## config.mk

```make
export PLATFORM = sky130hd
export DESIGN_NAME = prbs_gen_axis_flat
export DESIGN_NICKNAME = d
export VERILOG_FILES = /design/src/rtl/prbs_gen_axis_if.sv /design/src/rtl/prbs_gen_axis.sv /design/src/flat_wrapper.sv
export SDC_FILE = /design/constraint.sdc
export NUM_CORES = 1
export LEC_CHECK = 0
export ABC_AREA = 1
export ABC_CLOCK_PERIOD_IN_PS = 5800
export BUFFER_PORTS_ARGS = -buffer_cell sky130_fd_sc_hd__buf_2
export CAP_MARGIN = 20
export CORE_MARGIN = 8
export CORE_UTILIZATION = 60
export DETAILED_ROUTE_END_ITERATION = 8
export PLACE_DENSITY = 0.95
export SYNTH_ARGS = -nofsm -noshare
export SYNTH_HDL_FRONTEND = slang
export SYNTH_SLANG_ARGS = --single-unit
```

## constraint.sdc

```tcl
create_clock -name i_aclk -period 5.8 [get_ports i_aclk]
set_input_delay 0.58 -clock i_aclk [delete_from_list [all_inputs] [get_ports i_aclk]]
set_output_delay 0.58 -clock i_aclk [all_outputs]
set_load 0.03 [all_outputs]
```

## src/rtl/prbs_gen_axis_if.sv

```systemverilog
// Word stream bundle between the PRBS generator and its consumer.
// master drives tdata/tvalid, slave drives tready.
interface prbs_gen_axis_if #(
  parameter int OUT_W = 32
);
  logic [OUT_W-1:0] tdata;
  logic             tvalid;
  logic             tready;

  modport master (output tdata, output tvalid, input tready);
  modport slave  (input tdata, input tvalid, output tready);
endinterface

```

## src/rtl/prbs_gen_axis.sv

```systemverilog
// Parametrised Fibonacci LFSR PRBS generator streaming OUT_W-bit words with start/stop and count limit.
// Optional macro PRBS_ERR_INJECT_EN adds i_err_inject, which flips bit 0 of one emitted word.
module prbs_gen_axis #(
  parameter int                LFSR_W       = 32,
  parameter logic [LFSR_W-1:0] TAPS         = 32'h80200003,
  parameter int                OUT_W        = 32,
  parameter logic [LFSR_W-1:0] DEFAULT_SEED = 32'hACE1
) (
  input  logic              i_aclk,
  input  logic              i_aresetn,
  input  logic              i_start,
  input  logic              i_stop,
  input  logic [LFSR_W-1:0] i_prbs_seed,
  input  logic [31:0]       i_num_words,
`ifdef PRBS_ERR_INJECT_EN
  input  logic              i_err_inject,
`endif
  prbs_gen_axis_if.master   m_axis,
  output logic              o_busy,
  output logic              o_done,
  output logic [31:0]       o_word_cnt
);
  // state | meaning
  // IDLE  | waiting for i_start; LFSR state and word count retained
  // RUN   | presenting words until i_stop or the count limit is reached
  typedef enum logic {S_IDLE = 1'b0, S_RUN = 1'b1} state_t;

  state_t            state_q, state_d;
  logic [LFSR_W-1:0] lfsr_q, lfsr_nxt, seed_ld;
  logic [OUT_W-1:0]  tdata_q, word_nxt, tdata_d;
  logic              tvalid_q, done_q;
  logic [31:0]       cnt_q, limit_q;
  logic              step_fb, xfer, inj_bit;
  logic              load_seed, word_load, last_word, cnt_inc, drop_valid;

  assign seed_ld = (i_prbs_seed == '0) ? DEFAULT_SEED : i_prbs_seed;

  // OUT_W LFSR steps unrolled; the first generated bit lands in the MSB
  always_comb begin
    lfsr_nxt = lfsr_q;
    word_nxt = '0;
    step_fb  = 1'b0;
    for (int i = 0; i < OUT_W; i++) begin
      step_fb               = ^(lfsr_nxt & TAPS);
      word_nxt[OUT_W-1-i]   = step_fb;
      lfsr_nxt              = {lfsr_nxt[LFSR_W-2:0], step_fb};
    end
    tdata_d    = word_nxt;
    tdata_d[0] = word_nxt[0] ^ inj_bit;
  end

  always_ff @(posedge i_aclk or negedge i_aresetn) begin
    if (!i_aresetn) state_q <= S_IDLE;
    else            state_q <= state_d;
  end

  always_comb begin
    state_d = state_q;
    case (state_q)
      S_IDLE:  if (i_start) state_d = S_RUN;
      S_RUN:   if (i_stop || last_word) state_d = S_IDLE;
      default: state_d = S_IDLE;
    endcase
  end

  // stop takes priority over a transfer in the same cycle
  always_comb begin
    xfer       = tvalid_q & m_axis.tready;
    load_seed  = 1'b0;
    word_load  = 1'b0;
    last_word  = 1'b0;
    cnt_inc    = 1'b0;
    drop_valid = 1'b0;
    o_busy     = 1'b0;
    case (state_q)
      S_IDLE: load_seed = i_start;
      S_RUN: begin
        o_busy = 1'b1;
        if (i_stop) begin
          drop_valid = 1'b1;
        end else begin
          cnt_inc    = xfer;
          last_word  = xfer && (limit_q != '0) && ((cnt_q + 32'd1) == limit_q);
          drop_valid = last_word;
          word_load  = !last_word && (!tvalid_q || xfer);
        end
      end
      default: ;
    endcase
  end

  always_ff @(posedge i_aclk or negedge i_aresetn) begin
    if (!i_aresetn) begin
      lfsr_q   <= DEFAULT_SEED;
      tdata_q  <= '0;
      tvalid_q <= 1'b0;
      cnt_q    <= '0;
      limit_q  <= '0;
      done_q   <= 1'b0;
    end else begin
      done_q <= last_word;
      if (load_seed) begin
        lfsr_q  <= seed_ld;
        cnt_q   <= '0;
        limit_q <= i_num_words;
      end else if (word_load) begin
        lfsr_q <= lfsr_nxt;
      end
      if (cnt_inc) cnt_q <= cnt_q + 32'd1;
      if (drop_valid) begin
        tvalid_q <= 1'b0;
      end else if (word_load) begin
        tvalid_q <= 1'b1;
        tdata_q  <= tdata_d;
      end
    end
  end

`ifdef PRBS_ERR_INJECT_EN
  logic err_pend_q;

  // further pulses while pending merge into the one outstanding error
  always_ff @(posedge i_aclk or negedge i_aresetn) begin
    if (!i_aresetn)      err_pend_q <= 1'b0;
    else if (err_pend_q) err_pend_q <= ~word_load;
    else                 err_pend_q <= i_err_inject;
  end

  assign inj_bit = err_pend_q;
`else
  assign inj_bit = 1'b0;
`endif

  assign m_axis.tdata  = tdata_q;
  assign m_axis.tvalid = tvalid_q;
  assign o_done        = done_q;
  assign o_word_cnt    = cnt_q;
endmodule
```

## src/flat_wrapper.sv

```systemverilog
// flat-port wrapper written by rule: the top's interface ports become plain ports
module prbs_gen_axis_flat 
#(
  parameter int                LFSR_W       = 32,
  parameter logic [LFSR_W-1:0] TAPS         = 32'h80200003,
  parameter int                OUT_W        = 32,
  parameter logic [LFSR_W-1:0] DEFAULT_SEED = 32'hACE1
)
  (i_aclk, i_aresetn, i_start, i_stop, i_prbs_seed, i_num_words, o_busy, o_done, o_word_cnt, m_axis_tdata, m_axis_tvalid, m_axis_tready);
  prbs_gen_axis_if #(.OUT_W(OUT_W)) m_axis_i ();
  input  logic i_aclk;
  input  logic i_aresetn;
  input  logic i_start;
  input  logic i_stop;
  input  logic [LFSR_W-1:0] i_prbs_seed;
  input  logic [31:0] i_num_words;
  output logic o_busy;
  output logic o_done;
  output logic [31:0] o_word_cnt;
  output wire logic [$bits(m_axis_i.tdata)-1:0] m_axis_tdata;
  output wire logic [$bits(m_axis_i.tvalid)-1:0] m_axis_tvalid;
  input wire logic [$bits(m_axis_i.tready)-1:0] m_axis_tready;
  assign m_axis_tdata = m_axis_i.tdata;
  assign m_axis_tvalid = m_axis_i.tvalid;
  assign m_axis_i.tready = m_axis_tready;
  prbs_gen_axis #(.LFSR_W(LFSR_W), .TAPS(TAPS), .OUT_W(OUT_W), .DEFAULT_SEED(DEFAULT_SEED)) u_core (.i_aclk(i_aclk), .i_aresetn(i_aresetn), .i_start(i_start), .i_stop(i_stop), .i_prbs_seed(i_prbs_seed), .i_num_words(i_num_words), .m_axis(m_axis_i), .o_busy(o_busy), .o_done(o_done), .o_word_cnt(o_word_cnt));
endmodule
```

== After elaboration in Yosys (flattened, before gate mapping) ==
Index checks and enable logic that the tools add are counted.
Word-level totals
  bits in registers: 131
  output and inout port bits: 67
  word-level logic and storage cells: 77
Cells by class
  bitwise logic cells: 3
  reduce and logical (&&, ||, !) cells: 45
  mux-type cells: 20
  eq/ne operators: 1
  add/subtract/negate cells: 1
Operators by type and width (number)
  32-bit parity: 32
  32-bit 2-to-1 mux: 5
  32-bit by 1-bit adder with 32-bit output (second input constant): 1
  32-bit == test: 1
  32-bit zero test: 1
  32-bit nonzero test: 1
  1-bit 2-to-1 mux: 14
  2-bit nonzero test: 3
  1-bit logical AND: 3
  1-bit zero test: 2
  1-bit logical OR: 2
  1-bit inverter: 2
  1-bit one-hot mux with 2 select lines: 1
  2-bit AND reduction: 1
  1-bit bitwise AND: 1

== Depth between registers and ports, before layout ==
  depth after elaboration: 34
  mapped depth: 39
  gate-level depth less buffers: 39

== Worst setup path after synthesis ==
Ideal clock, no wire load.
  path type: register to register
  from: register u_core.cnt_q[0] (netlist: u_core.o_word_cnt[0])
  to: register u_core.lfsr_q[23]
  stages on the path, launching flop included: 27
  data arrival time: 3.497 ns
  period minus slack after synthesis: 3.621 ns
  setup slack: 2.179 ns
  cell sequence: dfrtp_1 ha_1 nand3_2 nor2_2 inv_2 nor2_4 inv_2 nor3_4 nand3_2 nor3_4 nand3_2 nor2_2 nand2_2 nor2_4 nand3_2 nor2_2 xor2_2 xor2_1 nand3b_1 nor2_1 nand4_1 nand2_2 nor2_4 buf_6 buf_4 nand2_1 nand3_1
Between the ends
  longest elaborated chain between the ends: 8
RTL lines
  start, declared: line prbs_gen_axis.sv:32  | logic [31:0] cnt_q, limit_q;
  start signal, assigned: line prbs_gen_axis.sv:109  | if (cnt_inc) cnt_q <= cnt_q + 32'd1;
  32-bit by 1-bit adder with 32-bit output: line prbs_gen_axis.sv:83  | last_word = xfer && (limit_q != '0) && ((cnt_q + 32'd1) == limit_q);
  32-bit == test: line prbs_gen_axis.sv:83
  1-bit logical AND: line prbs_gen_axis.sv:83
  1-bit zero test: line prbs_gen_axis.sv:85  | word_load = !last_word && (!tvalid_q || xfer);
  1-bit logical AND: line prbs_gen_axis.sv:85
  1-bit 2-to-1 mux: line prbs_gen_axis.sv:79  | if (i_stop) begin
  1-bit 2-to-1 mux: line prbs_gen_axis.sv:75  | case (state_q)
  2-bit nonzero test (no source line)
  end signal, assigned: line prbs_gen_axis.sv:103  | lfsr_q <= seed_ld;
  end signal, assigned: line prbs_gen_axis.sv:107  | lfsr_q <= lfsr_nxt;
  end, declared: line prbs_gen_axis.sv:29  | logic [LFSR_W-1:0] lfsr_q, lfsr_nxt, seed_ld;
No other way between the ends.
A chain may end at the register's enable or synchronous reset.

== Worst setup path in the final report ==
  from: register u_core.cnt_q[0] (netlist: u_core.o_word_cnt[0])
  to: register u_core.lfsr_q[9]
Same word-level chain as after synthesis.

==> out/results.ini <==
[run_status]
run_status = completed

[placement]
port-buffer-count = 135
hpwl_um = 16700
dp.cells = 1276
gp_congestion = 0.931
postPlaceCellArea_um2 = 8540

[setup_path]
path_class = flop to flop
cp-start-kind = flop
cpPeakStageDelay_ns = 0.43
cp_slowest_cell = dfrtp_1
rrSetupSlack_ns = 0.90
cp_data_arrival_time_ns = 5.25
r2r-start = u_core.o_word_cnt[0]
reg2reg_to = u_core.lfsr_q[9]
reg2regPathDepth = 28
cp.required_ns = 6.16
endpoint_kind = flop
cpMostUsedCell = nand2_1
critical_path.max_fanout = 41

[sta]
drv_slew = 0
rsz0062_at_grt = no
hold_viol_final = 0
fmax_ghz = 0.204
finalCriticalPeriod_ns = 4.90
setup_tns_ns = 0
min_period_over_period_pct = 84.4
hold_ws_ns = 0.280
worst_pin_slew_ns = 0.897
setup_viol = 0
finClkSkew_ns = 0.00792
relSlewSlack_pct = 40.1

[floorplan]
initial_core_util_pct = 61.6
die_x_um = 130
die_y_um = 130
io_pins = 136
core-area_um2 = 12700
rows = 41
die-area_um2 = 16900

[finish]
nFillCells = 954
final_nets = 1193
seq_area_um2 = 3290
drive_above_1_share_pct = 21.6
multi_input_area_um2 = 3940
area_growth_pct = 17.3
postLayoutCellArea_um2 = 9150
fin_cells = 1309

[logic_synthesis]
synth_xor_xnor_area_share_pct = 11.6
yosys.area_share.simple_pct = 32.3
synth_area_leaders = dfrtp_1, nand2_1, xor2_1
syn_area_um2 = 7800
synth_warnings = 0
synth_most_common_cell = nand2_1
synthMuxAreaShare_pct = 0
async_reset_ff_share_pct = 100
yosysSeqAreaShare_pct = 42.1
avgSynthCellArea_um2 = 7.85
synth.distinct_cells = 50
synth_enable_flop_cells = 0
synth_top_family_by_area = simple AND/OR/NAND/NOR gates
synth_compound_area_share_pct = 6.45
synth_top_area_share_pct = 39.4
synth.largest_area_cell = dfrtp_1
synthTopCellsByCount = nand2_1, dfrtp_1, inv_1, nand3_1, xor2_1
synthAdderAreaFrac_pct = 0.160
synth_seq_cells = 131
synth_ff_type = dfrtp_1
synth_fp_nets = 1064
syn_inst = 994

[drt]
routed_wl_um = 22100
drt_iter0_markers = 853
routedWlPerCell_um = 16.9
drc_errors = 0
num_vias = 7357
vias_per_cell = 5.62
antenna_left = 0
first_pass_iters = 5

[worst_hold_path]
hp-class = primary input to async pin

[clock_tree]
cts_tree = built
cts.repair.resized = 0
clockRootBuffer = clkbuf_16
cts.clk_slew.worst_paths_ns = 0.06
clock_latency_ns = 0.42
postCtsSetupBuffers = 0
cts_hold_buf = 0
ctsHtreeMaxLevel = 4
clockBufferDepth = 2
cts.sink_count = 131
numCtsBuffers = 17

[global_routing]
grt.total_usage_pct = 27.1
grt_max_degree = 74
grt_pass1_wl_um = 35600
grt_util_met2_pct = 47.7
grt_pass1_vias = 7585
antenna_found_initial = 0
grt_overflow = 0
grt_use_met1_pct = 29.5
grt_util_met3_pct = 6.12
busiest_layer = met2

[run]
cap_violations = 0

-- worst max-delay path: cells and delay by family (launching register included) --
kind | cells | cell delay, ns
DFF | 1 | 0.43
buffers and inverters | 6 | 1.19
and+or+nand+nor | 21 | 2.95
adders and majority gates | 1 | 0.24
-- sequential cells by signal (all words and copies together) (netlist names) --
| signal | count |
|---|---|
| u_core.m_axis.tdata | 32 |
| u_core.state_q | 1 |
| u_core.o_word_cnt | 32 |
| u_core.limit_q | 32 |
| u_core.m_axis.tvalid | 1 |
| u_core.lfsr_q | 32 |
| u_core.o_done | 1 |
-- metal layers --
layer | part of all wire (%) | up-vias
li1 | - | 3461
met1 | 37 | 3420
met2 | 50 | 387
met3 | 7.8 | 89
met4 | 4.6 | 0
met5 | 0 | -
-- how the worst max path moves through the flow --
| stage | startpoint | endpoint | slack, ns | cells past startpoint |
|---|---|---|---|---|
| after CTS | u_core.o_word_cnt[0] | u_core.lfsr_q[9] | 0.99 | 28 |
| final | u_core.o_word_cnt[0] | u_core.lfsr_q[9] | 0.90 | 28 |
| after detailed placement | u_core.o_word_cnt[0] | u_core.lfsr_q[6] | 1.05 | 28 |
| after global routing | u_core.o_word_cnt[0] | u_core.lfsr_q[9] | 0.54 | 28 |
| after global placement | u_core.o_word_cnt[0] | u_core.lfsr_q[6] | 1.27 | 28 |
| after floorplan | u_core.o_word_cnt[0] | u_core.lfsr_q[23] | 2.18 | 26 |
-- stage by stage --
stage	setup slack (ns)	utilization, %
2_1_floorplan	2.18	-
3_3_place_gp	1.27	67.4
3_5_place_dp	1.05	67.4
4_1_cts	0.989	72.2
5_1_grt	0.537	72.2
6_report	0.905	72.2
-- layout by cell type, fill, tap and decap left out, drive strengths merged, types with 10 or more instances in the layout --
master,instances
buf,138
clkbuf,26
dfrtp,123
inv,104
nand2,366
nand3,79
nand4,14
nor2,35
nor3,10
nor4,19
o21ai,51
o22ai,23
xnor2,28
xor2,63
-- cell type report --
| cell class | instances | share of cell area [%] |
|---|---|---|
| multi-input cells | 730 | 43.1 |
| flip-flops and latches | 131 | 35.9 |
| repair buffers | 138 | 7.66 |
| clock buffers | 26 | 5.89 |
| inverters | 105 | 4.33 |
| well taps | 172 | 2.35 |
| clock inverters | 6 | 0.725 |
| diodes | 1 | 0.0273 |
-- logic make-up after synthesis --
logic type,after synthesis
AOI/OAI and AO/OA,88
xor gates and xnor gates,95
adders and majority gates,1
buffers and inverters,133
DFF,131
and+or+nand+nor,546
Power is left out: the tool's default activity adds up to more than one toggle a clock period on the data nets, which glitch-free logic cannot reach.
